File: src/rtl/pipe_interlock_ctrl.sv
`default_nettype none
// +----------------------------------------------------------------------------+
// | pipe_interlock_ctrl                                                        |
// | Stall/flush sequencer for the 5-stage pipeline: load-use interlock,        |
// | mul/div/mod handshake with timeout, and taken-branch flush.                |
// | Optional macro PERF_CNT_EN builds the three performance counters.         |
// | Rev 1.0 - initial release                                                  |
// +----------------------------------------------------------------------------+
module pipe_interlock_ctrl #(
   parameter int MD_TIMEOUT = 64,
   parameter int BR_PENALTY = 2
) (
   input  logic        clk,
   input  logic        rst,
   input  logic [31:0] instr_of,
   input  logic [31:0] instr_e,
   input  logic        branch_taken_e,
   input  logic        md_done,
   output logic        stall_pc,
   output logic        stall_of,
   output logic        stall_e,
   output logic        bubble_e,
   output logic        bubble_m,
   output logic        flush_of,
   output logic        md_start,
   output logic        md_err,
   output logic [31:0] ld_stall_cnt,
   output logic [31:0] md_stall_cnt,
   output logic [31:0] flush_cnt
);

   localparam int c_cnt_w_raw = $clog2(MD_TIMEOUT + 1);
   localparam int c_cnt_w     = (c_cnt_w_raw < 2) ? 2 : c_cnt_w_raw;
   localparam logic [c_cnt_w-1:0] c_cnt_one = c_cnt_w'(1);
   localparam logic [c_cnt_w-1:0] c_md_last = c_cnt_w'(MD_TIMEOUT - 1);
   localparam logic [c_cnt_w-1:0] c_br_init = c_cnt_w'(BR_PENALTY - 1);

   localparam logic [4:0] c_op_mul  = 5'b00010;
   localparam logic [4:0] c_op_div  = 5'b00011;
   localparam logic [4:0] c_op_mod  = 5'b00100;
   localparam logic [4:0] c_op_not  = 5'b01000;
   localparam logic [4:0] c_op_mov  = 5'b01001;
   localparam logic [4:0] c_op_nop  = 5'b01101;
   localparam logic [4:0] c_op_ld   = 5'b01110;
   localparam logic [4:0] c_op_beq  = 5'b10000;
   localparam logic [4:0] c_op_bgt  = 5'b10001;
   localparam logic [4:0] c_op_b    = 5'b10010;
   localparam logic [4:0] c_op_call = 5'b10011;
   localparam logic [4:0] c_op_ret  = 5'b10100;
   localparam logic [4:0] c_op_rs2_max = 5'b01100;

   typedef enum logic [1:0] {
      ST_RUN     = 2'd0,
      ST_MD_WAIT = 2'd1,
      ST_FLUSH   = 2'd2
   } state_t;

   state_t             state_q, state_d;
   logic [c_cnt_w-1:0] cnt_q, cnt_d;
   logic               md_err_q, md_err_d;

   logic [4:0] w_op_of;
   logic [4:0] w_op_e;
   logic [3:0] w_rd_e;
   logic       w_uses_rs1;
   logic       w_uses_rs2;
   logic       w_is_md_e;
   logic       w_load_use;
   logic       w_ld_stall;
   logic       w_unused;

   assign w_op_of    = instr_of[31:27];
   assign w_op_e     = instr_e[31:27];
   assign w_rd_e     = instr_e[25:22];
   assign w_uses_rs1 = !(w_op_of inside {c_op_not, c_op_mov, c_op_nop, c_op_beq,
                                         c_op_bgt, c_op_b, c_op_call, c_op_ret});
   assign w_uses_rs2 = !instr_of[26] && (w_op_of <= c_op_rs2_max);
   assign w_is_md_e  = w_op_e inside {c_op_mul, c_op_div, c_op_mod};
   // st's data register is deliberately absent: RW->MA forwarding covers it
   assign w_load_use = (w_op_e == c_op_ld) &&
                       ((w_uses_rs1 && instr_of[21:18] == w_rd_e) ||
                        (w_uses_rs2 && instr_of[17:14] == w_rd_e) ||
                        (w_op_of == c_op_ret && w_rd_e == 4'd15));
   assign w_unused   = ^{instr_of[13:0], instr_e[26], instr_e[21:0]};

   always_comb begin
      state_d    = state_q;
      cnt_d      = cnt_q;
      md_err_d   = md_err_q;
      stall_pc   = 1'b0;
      stall_of   = 1'b0;
      stall_e    = 1'b0;
      bubble_e   = 1'b0;
      bubble_m   = 1'b0;
      flush_of   = 1'b0;
      md_start   = 1'b0;
      w_ld_stall = 1'b0;
      unique case (state_q)
         ST_RUN: begin
            if (branch_taken_e) begin
               flush_of = 1'b1;
               bubble_e = 1'b1;
               cnt_d    = c_br_init;
               if (BR_PENALTY > 1) state_d = ST_FLUSH;
            end else if (w_is_md_e) begin
               md_start = 1'b1;
               stall_pc = 1'b1;
               stall_of = 1'b1;
               stall_e  = 1'b1;
               bubble_m = 1'b1;
               cnt_d    = '0;
               state_d  = ST_MD_WAIT;
            end else if (w_load_use) begin
               stall_pc   = 1'b1;
               stall_of   = 1'b1;
               bubble_e   = 1'b1;
               w_ld_stall = 1'b1;
            end
         end
         ST_MD_WAIT: begin
            cnt_d = cnt_q + c_cnt_one;
            // md_done wins over a coincident timeout
            if (md_done) begin
               state_d = ST_RUN;
            end else if (cnt_q == c_md_last) begin
               md_err_d = 1'b1;
               state_d  = ST_RUN;
            end else begin
               stall_pc = 1'b1;
               stall_of = 1'b1;
               stall_e  = 1'b1;
               bubble_m = 1'b1;
            end
         end
         ST_FLUSH: begin
            flush_of = 1'b1;
            cnt_d    = cnt_q - c_cnt_one;
            if (cnt_q <= c_cnt_one) state_d = ST_RUN;
         end
         default: state_d = ST_RUN;
      endcase
      if (rst) begin
         stall_pc   = 1'b0;
         stall_of   = 1'b0;
         stall_e    = 1'b0;
         bubble_e   = 1'b0;
         bubble_m   = 1'b0;
         flush_of   = 1'b0;
         md_start   = 1'b0;
         w_ld_stall = 1'b0;
      end
   end

   assign md_err = md_err_q & ~rst;

   always_ff @(posedge clk) begin
      if (rst) begin
         state_q  <= ST_RUN;
         cnt_q    <= '0;
         md_err_q <= 1'b0;
      end else begin
         state_q  <= state_d;
         cnt_q    <= cnt_d;
         md_err_q <= md_err_d;
      end
   end

`ifdef PERF_CNT_EN
   logic [31:0] ld_cnt_q, ld_cnt_d;
   logic [31:0] md_cnt_q, md_cnt_d;
   logic [31:0] fl_cnt_q, fl_cnt_d;

   always_comb begin
      ld_cnt_d = ld_cnt_q + {31'd0, w_ld_stall};
      md_cnt_d = md_cnt_q + {31'd0, stall_e};
      fl_cnt_d = fl_cnt_q + {31'd0, flush_of};
   end

   always_ff @(posedge clk) begin
      if (rst) begin
         ld_cnt_q <= '0;
         md_cnt_q <= '0;
         fl_cnt_q <= '0;
      end else begin
         ld_cnt_q <= ld_cnt_d;
         md_cnt_q <= md_cnt_d;
         fl_cnt_q <= fl_cnt_d;
      end
   end

   assign ld_stall_cnt = ld_cnt_q;
   assign md_stall_cnt = md_cnt_q;
   assign flush_cnt    = fl_cnt_q;
`else
   assign ld_stall_cnt = 32'd0;
   assign md_stall_cnt = 32'd0;
   assign flush_cnt    = 32'd0;
`endif

endmodule
`default_nettype wire

File: config.mk
export PLATFORM = sky130hd
export DESIGN_NAME = pipe_interlock_ctrl
export DESIGN_NICKNAME = d
export VERILOG_FILES = /design/src/rtl/pipe_interlock_ctrl.sv
export SDC_FILE = /design/constraint.sdc
export NUM_CORES = 1
export LEC_CHECK = 0
export CORE_MARGIN = 3
export CORE_UTILIZATION = 28
export DETAILED_ROUTE_END_ITERATION = 10
export GPL_TIMING_DRIVEN = 0
export PLACE_DENSITY_LB_ADDON = 0.1
export SETUP_SLACK_MARGIN = 0.2
export SLEW_MARGIN = 20
export SYNTH_ARGS = -nofsm -noshare
export SYNTH_HDL_FRONTEND = slang
export SYNTH_SLANG_ARGS = --single-unit
File: constraint.sdc
create_clock -name clk -period 2.6 [get_ports clk]
set_input_delay 0.65 -clock clk [delete_from_list [all_inputs] [get_ports clk]]
set_output_delay 0.65 -clock clk [all_outputs]
set_load 0.02 [all_outputs]
==> impl_metrics.json <==
{
  "outcome": "complete, but fails checks",
  "violations": "negative setup slack",
  "finalPower_mw": 0.901,
  "drive_gt1_frac": 0.407,
  "clockBufferDepth": 2,
  "hold_buffers": 0,
  "holdCritPathClass": "register to register",
  "drc_errors": 0,
  "gp_congestion": 0.793,
  "setup_viol": 3,
  "io_buffer_count": 34,
  "setup_ws_ns": -0.273,
  "rrSetupSlack_ns": 0.72,
  "reg2regPathDepth": 7,
  "via_per_inst": 3.71,
  "numCtsBuffers": 3,
  "clk_latency_ns": 0.24,
  "netlist_area_um2": 1820,
  "powerDensity_nw_per_um2": 324,
  "power_leakage_nw": 1.56,
  "fin_nets": 454,
  "pin_count": 172,
  "max_freq_ghz": 0.348,
  "regToRegStartpoint": "state_q[0]",
  "start_kind": "input pin",
  "die_h_um": 86.7,
  "synth_top_area_frac": 0.408,
  "async_flop_share": 0,
  "synth-edff-count": 0,
  "syn2layout_area_growth_pct": 52.6,
  "die_x_um": 86.7,
  "grt.overflow.total": 0,
  "yosys.cell_types.count": 52,
  "skew_ns": 0.00496,
  "crit_path_end_kind": "output pin",
  "vias": 1682,
  "post-route-period-util": 1.11,
  "cts_num_sinks": 10,
  "clk_transition_reported_paths_ns": 0.06,
  "worstPathRequired_ns": 1.95,
  "maxSlewViolCount": 0,
  "critPathArrivalTime_ns": 2.22,
  "netlist_instances": 239,
  "grt_pass1_wl_um": 6830,
  "core-area_um2": 6100,
  "worst_hold_slack_ns": 0.463,
  "r2r-end": "cnt_q[5]",
  "synth_area_per_cell_um2": 7.63,
  "hpwl_um": 3680,
  "min-delay-start": "md_err_q",
  "routedWlPerCell_um": 10.2,
  "cts_tree": "yes",
  "initial_core_util": 0.299,
  "ir_worst_vdd_uv": 217,
  "yosysSeqAreaShare": 0.110,
  "synth_seq_cells": 10,
  "yosys_warnings": 0,
  "finish.instance_area_um2": 2780,
  "hold_viol_final": 0,
  "antenna_found_initial": 0,
  "root_buffer": "clkbuf_8",
  "maxCapViolations": 0,
  "drtIter0Drc": 47,
  "drt-pass1-iter-count": 4,
  "grt_max_degree": 11,
  "cp_max_fo": 2,
  "holdPathStages": 2,
  "cts_max_level": 1,
  "placed_area_um2": 2640,
  "hold_end": "md_err_q",
  "dominantRegCellSynth": "dfxtp_1",
  "rows": 28,
  "pre_cts_slack_ns": -1.19,
  "final_core_util": 0.456,
  "antenna_left": 0,
  "min_period_ns": 2.87,
  "crit_type": "input pin to output pin",
  "grt_pass1_vias": 1400,
  "yosysTopAreaCell": "buf_4",
  "rsz0062_at_grt": "true",
  "wl_um": 4610,
  "n_antenna_cell": 0,
  "synth_area_leaders": "buf_4 41%, dfxtp_1 11%, ha_1 4.8%",
  "dieArea_um2": 7520,
  "grt_usage": 0.111
}
## cell families (layout without fill, tap and decap cells)
family | count (synthesis) | count (layout) | synth area share
xor+xnor | 10 | 10 | 0.0480
buf+inv | 116 | 160 | 0.455
simple gates | 50 | 50 | 0.150
mux | 1 | 1 | 0.00549
other cells | 1 | 96 | 0.00206
flops | 10 | 10 | 0.110
fa+ha+maj | 7 | 7 | 0.0480
compound gates | 44 | 44 | 0.181
## power by group
| group | total, mW | internal [mW] | switching, mW |
|---|---|---|---|
| Sequential | 0.176 | 0.165 | 0.0118 |
| Combinational | 0.521 | 0.230 | 0.291 |
| Clock | 0.203 | 0.134 | 0.0692 |
| Total | 0.901 | 0.529 | 0.372 |
## cell usage after synthesis, types with 5 or more instances
cell type  instances
o21ai_0            5
a21oi_1           10
buf_4             99
nor2_1             9
dfxtp_1           10
nand2_1           10
nand3_1            9
xor2_1             6
ha_1               7
inv_1             10
## worst max-delay path by stage
stage,start,end,slack [ns]
detailed placement,instr_of[29],stall_pc,-1.19
global placement,instr_of[29],stall_pc,-1.18
global route,instr_of[14],stall_pc,-0.33
finish,instr_of[27],stall_pc,-0.27
floorplan,instr_of[27],stall_pc,-0.11
CTS,instr_of[27],stall_pc,-0.36
## flip-flops by register name, indices dropped and copies added, names as in the netlist
name / flops
cnt_q: 7
state_q: 2
md_err_q: 1
## worst max-delay path, stage by stage
cell and delay [ns]:
buf_6 0.09, nand2b_4 0.13, or4b_4 0.48, o22a_1 0.23, a211oi_2 0.23, a31o_2 0.22
buf_6 0.09, buf_6 0.10
## routing by layer
layer  wire [um]  track usage  vias up
met5           0            0        -
met4           8      0.00850        0
met3         523       0.0323        2
met2        2270        0.202       97
met1        1810        0.135      682
li1            -            -      901
## cell type report
cell class	count	area (um2)
Tap cell	75	93.8
Buffer	106	810
Timing Repair Buffer	40	350
Fill cell	629	3310
Multi-Input combinational cell	208	1230
Inverter	10	37.5
Sequential cell	10	203
Clock buffer	4	55.1
## layout by cell type, fill, tap and decap left out, types with 4 or more instances in the layout
| cell type | synthesis | routed |
|---|---|---|
| nand2_1 | 10 | 10 |
| buf_6 | 3 | 8 |
| dlygate4sd2_1 | 0 | 6 |
| conb_1 | 1 | 96 |
| xnor2_1 | 4 | 4 |
| dfxtp_1 | 10 | 8 |
| ha_1 | 7 | 5 |
| nand3_1 | 9 | 9 |
| xor2_1 | 6 | 6 |
| nor2_1 | 9 | 9 |
| buf_4 | 99 | 106 |
| o21ai_0 | 5 | 4 |
| buf_2 | 0 | 6 |
| clkbuf_8 | 0 | 5 |
| dlymetal6s2s_1 | 0 | 7 |
| inv_1 | 10 | 9 |
| a21oi_1 | 10 | 10 |
## repair_timing
action	4_1_cts	5_1_grt
pin swaps	10	10
gates resized for setup	88	21
endpoints found under the setup margin	8	7
gates cloned	0	0
setup buffers	5	1
## per-stage QoR
stage,setup TNS [ns],std cells
after detailed placement,-5.94,443
after global placement,-5.89,443
after CTS,-0.974,452
after global routing,-0.901,453
final,-0.689,453
after floorplan,-0.115,334
Note: power is estimated with default switching activity, not from simulation.
==> patch 1 (same flow settings) <==
The 3 states of `state_t` get a one-hot encoding in 3 bits.
--- a/src/rtl/pipe_interlock_ctrl.sv
+++ b/src/rtl/pipe_interlock_ctrl.sv
@@ -50,8 +50,8 @@
    localparam logic [4:0] c_op_rs2_max = 5'b01100;
 
-   typedef enum logic [1:0] {
-      ST_RUN     = 2'd0,
-      ST_MD_WAIT = 2'd1,
-      ST_FLUSH   = 2'd2
+   typedef enum logic [2:0] {
+      ST_RUN     = 3'b001,
+      ST_MD_WAIT = 3'b010,
+      ST_FLUSH   = 3'b100
    } state_t;
 
Behaviour: same outputs for any inputs over 10 cycles, from zero or initial values and one cycle with rst high; not proved beyond that.
==> patch 1 against the original RTL <==
  * Routed wire length fell by 3.0%
  * The run still ends with negative setup slack left
  * Critical path depth did not move
  * Non-clock buffer count rose by 1
  * Worst setup slack improved by 43 ps
  * Die area fell by 1.6%
  * Cell area fell by 0.90%
  * Area after synthesis fell by 1.7%
  * Sequential cell count rose by 1
  * Count of clock-buffer cells in the layout did not move
  * Largest cell class unchanged
  * Total power rose by 1.0%
  * Sequential power rose by 19%
  * Clock power fell by 9.9%
==> patch 1: results (changes against the original RTL) <==
Slowest Stage Delay on Critical Path 390 ps (-90 ps); Final Non-Filler Cells 455 (+0.44%); VDD IR-drop max 176.5 uV (-19%); Worst EP arrival 2180 ps (-40 ps); clock latency on the worst-skew pair 250 ps; CP max-delay cell or3_4; Seq/Total Area, Yosys 12.29% (+1.3 points); Total Nets Final 452 (-0.44%); violated checks negative setup slack; worst-path fanout max 3 (+1); synth top area cells buf_4 41%, dfxtp_1 12%, nand2_1 3.1%; LEAKAGE 1.471 nW (-6.0%); met2 WL 2.206 mm (-2.6%); Synth top cells by count 98 x buf_4, 15 x nand2_1, 13 x nor2_1, 11 x dfxtp_1, 10 x o21ai_0; WHS 487.0 ps (+24.03 ps); Post-Synthesis Cells 242 (+1.3%); GRT Total Usage 11.30% (+0.15 points); setup ws final -230.7 ps (+42.51 ps); Place WS -1235 ps (-45.25 ps); Synth Flop Type dfxtp_1; Synth cell types 46 (-12%); met3 routed WL 451 um (-14%); clock skew 3.082 ps (-1.873 ps); reg-to-reg slack, setup 860 ps (+140 ps); placed instance area 2599 um2 (-1.5%); status finished, violations left; dpl hpwl 3.702 mm (+0.69%); layout cells sized above 1 40.53% (-0.21 points); drt wl/cell 9.831 um (-3.4%); number of global-route vias before repair 1,470 (+5.0%); Switching Share 42.23% (+0.91 points); first-pass GRT wire length 6.824 mm (-0.10%); port bufs 33 (-2.9%); routed vias/inst 3.727 (+0.39%); # setup viols final 5 (+2); top flop regs cnt_q (7), state_q (3), md_err_q (1); gpl congestion 0.8133 (+2.6%)
-- patch 1: cell types whose count changed after synthesis, moves of 3 or more --
cell	delta
inv_1	-6
nand2_1	+5
nor3_1	+5
o21ai_0	+5
buf_2	+4
ha_1	-4
nor2_1	+4
a21oi_1	-3
a311oi_1	+3
o32ai_1	-3
or3_1	+3
-- patch 1: stage by stage --
step	utilization [%]	setup TNS [ps]
floorplan	-	-391.0
global placement	42.88	-6086
detailed placement	42.88	-6088
CTS	44.59	-1349
global route	45.50	-1236
finish	45.50	-922.9
-- patch 1: cell families (layout without fill, tap and decap cells) --
logic type      Yosys count  count (layout)  synth area share (%)
xor+xnor                 10              10                 4.888
flops                    11              11                 12.29
other cells               1              96                0.2093
simple gates             63              63                 18.30
compound gates           42              42                 17.11
buf+inv                 112             155                 45.11
fa+ha+maj                 3               3                 2.095
-- patch 1: power by group through the flow --
stage	sequential, mW	clock [mW]	combinational [mW]
2_1_floorplan	0.205	0	0.401
3_3_place_gp	0.210	0	0.487
3_5_place_dp	0.211	0	0.488
4_1_cts	0.209	0.188	0.489
5_1_grt	0.212	0.197	0.570
6_report	0.209	0.183	0.518
-- patch 1: metal layers --
layer | global-route usage [%] | vias up
met2 | 20.81 | 91
met4 | 3.597 | 0
met5 | 0 | -
li1 | - | 910
met3 | 2.209 | 7
met1 | 12.94 | 688
-- patch 1: final timing paths --
path                                              start                     to  cells after the start
worst max-delay path                        instr_e[28]               stall_pc                      8
worst min-delay path              md_err_q$_SDFFE_PP0P_  md_err_q$_SDFFE_PP0P_                      2
worst max register to register  state_q[0]$_SDFFE_PP1P_  cnt_q[4]$_SDFFE_PP0P_                      7
worst min register to register    md_err_q$_SDFFE_PP0P_  md_err_q$_SDFFE_PP0P_                      2
-- patch 1: timing repair --
action / in CTS / in global routing
gates cloned: 0 / 0
resized for setup: 87 / 20
buffers inserted: 2 / 4
hold buffers: 0 / 0
setup endpoints to repair: 7 / 6
pin swaps: 14 / 15
-- patch 1: final cells by class --
class | instances | area share (%)
Multi-Input combinational cell | 214 | 44.46
Clock buffer | 4 | 1.633
Tap cell | 75 | 3.403
Sequential cell | 11 | 8.167
Buffer | 108 | 29.22
Timing Repair Buffer | 39 | 12.57
Inverter | 4 | 0.5445
-- patch 1: worst register-to-register path, delay by kind of cell (launching register included) --
kind,cells,cell delay [ps]
flops,1,310
buf+inv,3,690
compound gates,1,260
simple gates,3,400
==> patch 2 (config.mk and constraints unchanged) <==
Without the edit above. `MD_TIMEOUT`: 64 -> 32.
--- a/src/rtl/pipe_interlock_ctrl.sv
+++ b/src/rtl/pipe_interlock_ctrl.sv
@@ -8,5 +8,5 @@
 // +----------------------------------------------------------------------------+
 module pipe_interlock_ctrl #(
-   parameter int MD_TIMEOUT = 64,
+   parameter int MD_TIMEOUT = 32,
    parameter int BR_PENALTY = 2
 ) (
Behaviour: same outputs for any inputs over 10 cycles, from zero or initial values and one cycle with rst high; that may be too few to reach the edited logic, so the function may still have changed.
==> patch 2 against the original RTL <==
  * The run still ends with negative setup slack left
  * Total power down 6.7%
  * Non-clock buffer count fell by 6
  * Sequential share of layout area decreased by 0.40 points
  * Cell area down 5.9%
  * First-iteration DRC count decreased by 32%
  * Sequential cell count fell by 1
  * Utilization increased by 0.22 points
  * Clock skew grew 1.2 ps
  * Routed wire length is 8.0% lower
  * Worst setup slack gained 150 ps
  * Area after synthesis is 6.4% lower
==> patch 2: results (changes against the original RTL) <==
status finished, violations left; violated checks negative setup slack; worst-path fanout max 3 (+1); clock skew 6.150 ps (+1.194 ps); Post-Synthesis Cells 226 (-5.4%); routed vias/inst 3.559 (-4.2%); XOR/XNOR Fraction of Synth Area 5.132% (+0.33 points); setup tns final -297.9 ps (+390.7 ps); gpl congestion 0.8050 (+1.6%); largest net degree at the start of global routing 11 (unchanged); Post-Synth Adder-Cell Area 5.132% (+0.33 points); dpl hpwl 3.517 mm (-4.3%); top flop regs cnt_q (6), state_q (2), md_err_q (1); Place WS -1130 ps (+60.26 ps); worst-case reg-to-reg path depth 8 (+1); Seq/Total Area, Yosys 10.56% (-0.42 points); compound-cell area share of the yosys netlist 14.88% (-3.2 points); Worst EP arrival 2070 ps (-150 ps); port bufs 34 (unchanged); number of global-route vias before repair 1,413 (+0.93%); Pre-antenna DRT Iters 4 (unchanged); post-synthesis mux area share 0.5865% (+0.037 points); layout cells sized above 1 42.11% (+1.4 points); VDD IR-drop max 264.1 uV (+21%); Routed WL 4.242 mm (-8.0%); placed instance area 2514 um2 (-4.7%); # setup viols final 4 (+1); GRT Total Usage 11.32% (+0.17 points); crit path from instr_e[27]; ys async rst share 0% (unchanged); first-pass GRT wire length 6.741 mm (-1.3%); Synth top cells by count 98 x buf_4, 12 x nand2_1, 10 x nor2_1, 9 x a21oi_1, 9 x dfxtp_1; synth top area cells buf_4 43%, dfxtp_1 11%, ha_1 5.1%; Total Nets Final 437 (-3.7%); LEAKAGE 1.456 nW (-6.9%); Final Non-Filler Cells 433 (-4.4%); critical path class input port to output pin; Reg clk slew, reported paths 40 ps (-20 ps); total CTS buffers 3 (unchanged); CTS root buf clkbuf_8; Synth cell types 42 (-19%); setup ws final -120.8 ps (+152.4 ps); Clock Path Buffers 2 (unchanged); initial DRC count 32 (-32%)
-- patch 2: final cells by class --
| type | count | area, um2 |
|---|---|---|
| buffer | 104 | 778.2 |
| clock buffer | 4 | 45.04 |
| fill | 611 | 3090 |
| inverter | 7 | 26.28 |
| multi-input combinational | 201 | 1196 |
| sequential | 9 | 180.2 |
| tap | 72 | 90.09 |
| timing repair buffer | 36 | 302.8 |
-- patch 2: path summary, 6_finish.rpt --
path,endpoint,slack [ps]
max,stall_pc,-120
min,md_err_q$_SDFFE_PP0P_,470
max reg2reg,cnt_q[3]$_SDFFE_PP0P_,700
min reg2reg,md_err_q$_SDFFE_PP0P_,470
-- patch 2: per-stage QoR --
stage	power, mW	hold WS, ps
final	0.8401	469.5
after global routing	0.8976	505.7
after CTS	0.8265	474.9
after detailed placement	0.6581	464.3
after global placement	0.6565	447.9
after floorplan	0.5567	429.0
-- patch 2: cells by family after synthesis --
kind of cell | Yosys count
DFF | 9
and+or+nand+nor | 55
adders and majority gates | 7
other | 1
buffers and inverters | 111
muxes | 1
AOI/OAI and AO/OA | 32
xor gates and xnor gates | 10
-- patch 2: worst max-delay path, stage by stage --
cell      delay [ps]
buf_6             90
or3b_4           390
a211oi_4         260
nand2_2          100
a211oi_4         250
a31o_4           140
buf_6             80
buf_6            100
-- patch 2: what timing repair did --
item / CTS / global route
pin swaps: 19 / 6
resized for setup: 119 / 8
setup buffers: 2 / 0
endpoints found under the setup margin: 8 / 6
-- patch 2: power breakdown --
group | internal, mW | switching (mW) | total, mW | leakage [nW]
combinational | 0.223 | 0.287 | 0.511 | 1.36
sequential | 0.149 | 0.0131 | 0.162 | 0.0732
clock | 0.107 | 0.0606 | 0.168 | 0.0228
total | 0.479 | 0.361 | 0.840 | 1.46
-- patch 2: routing by layer --
layer / global-route usage, % / wire length, um / up-vias
li1: - / - / 832
met1: 16.01 / 1925 / 624
met2: 17.93 / 1910 / 83
met3: 2.270 / 382 / 2
met4: 1.754 / 23 / 0
met5: 0 / 0 / -
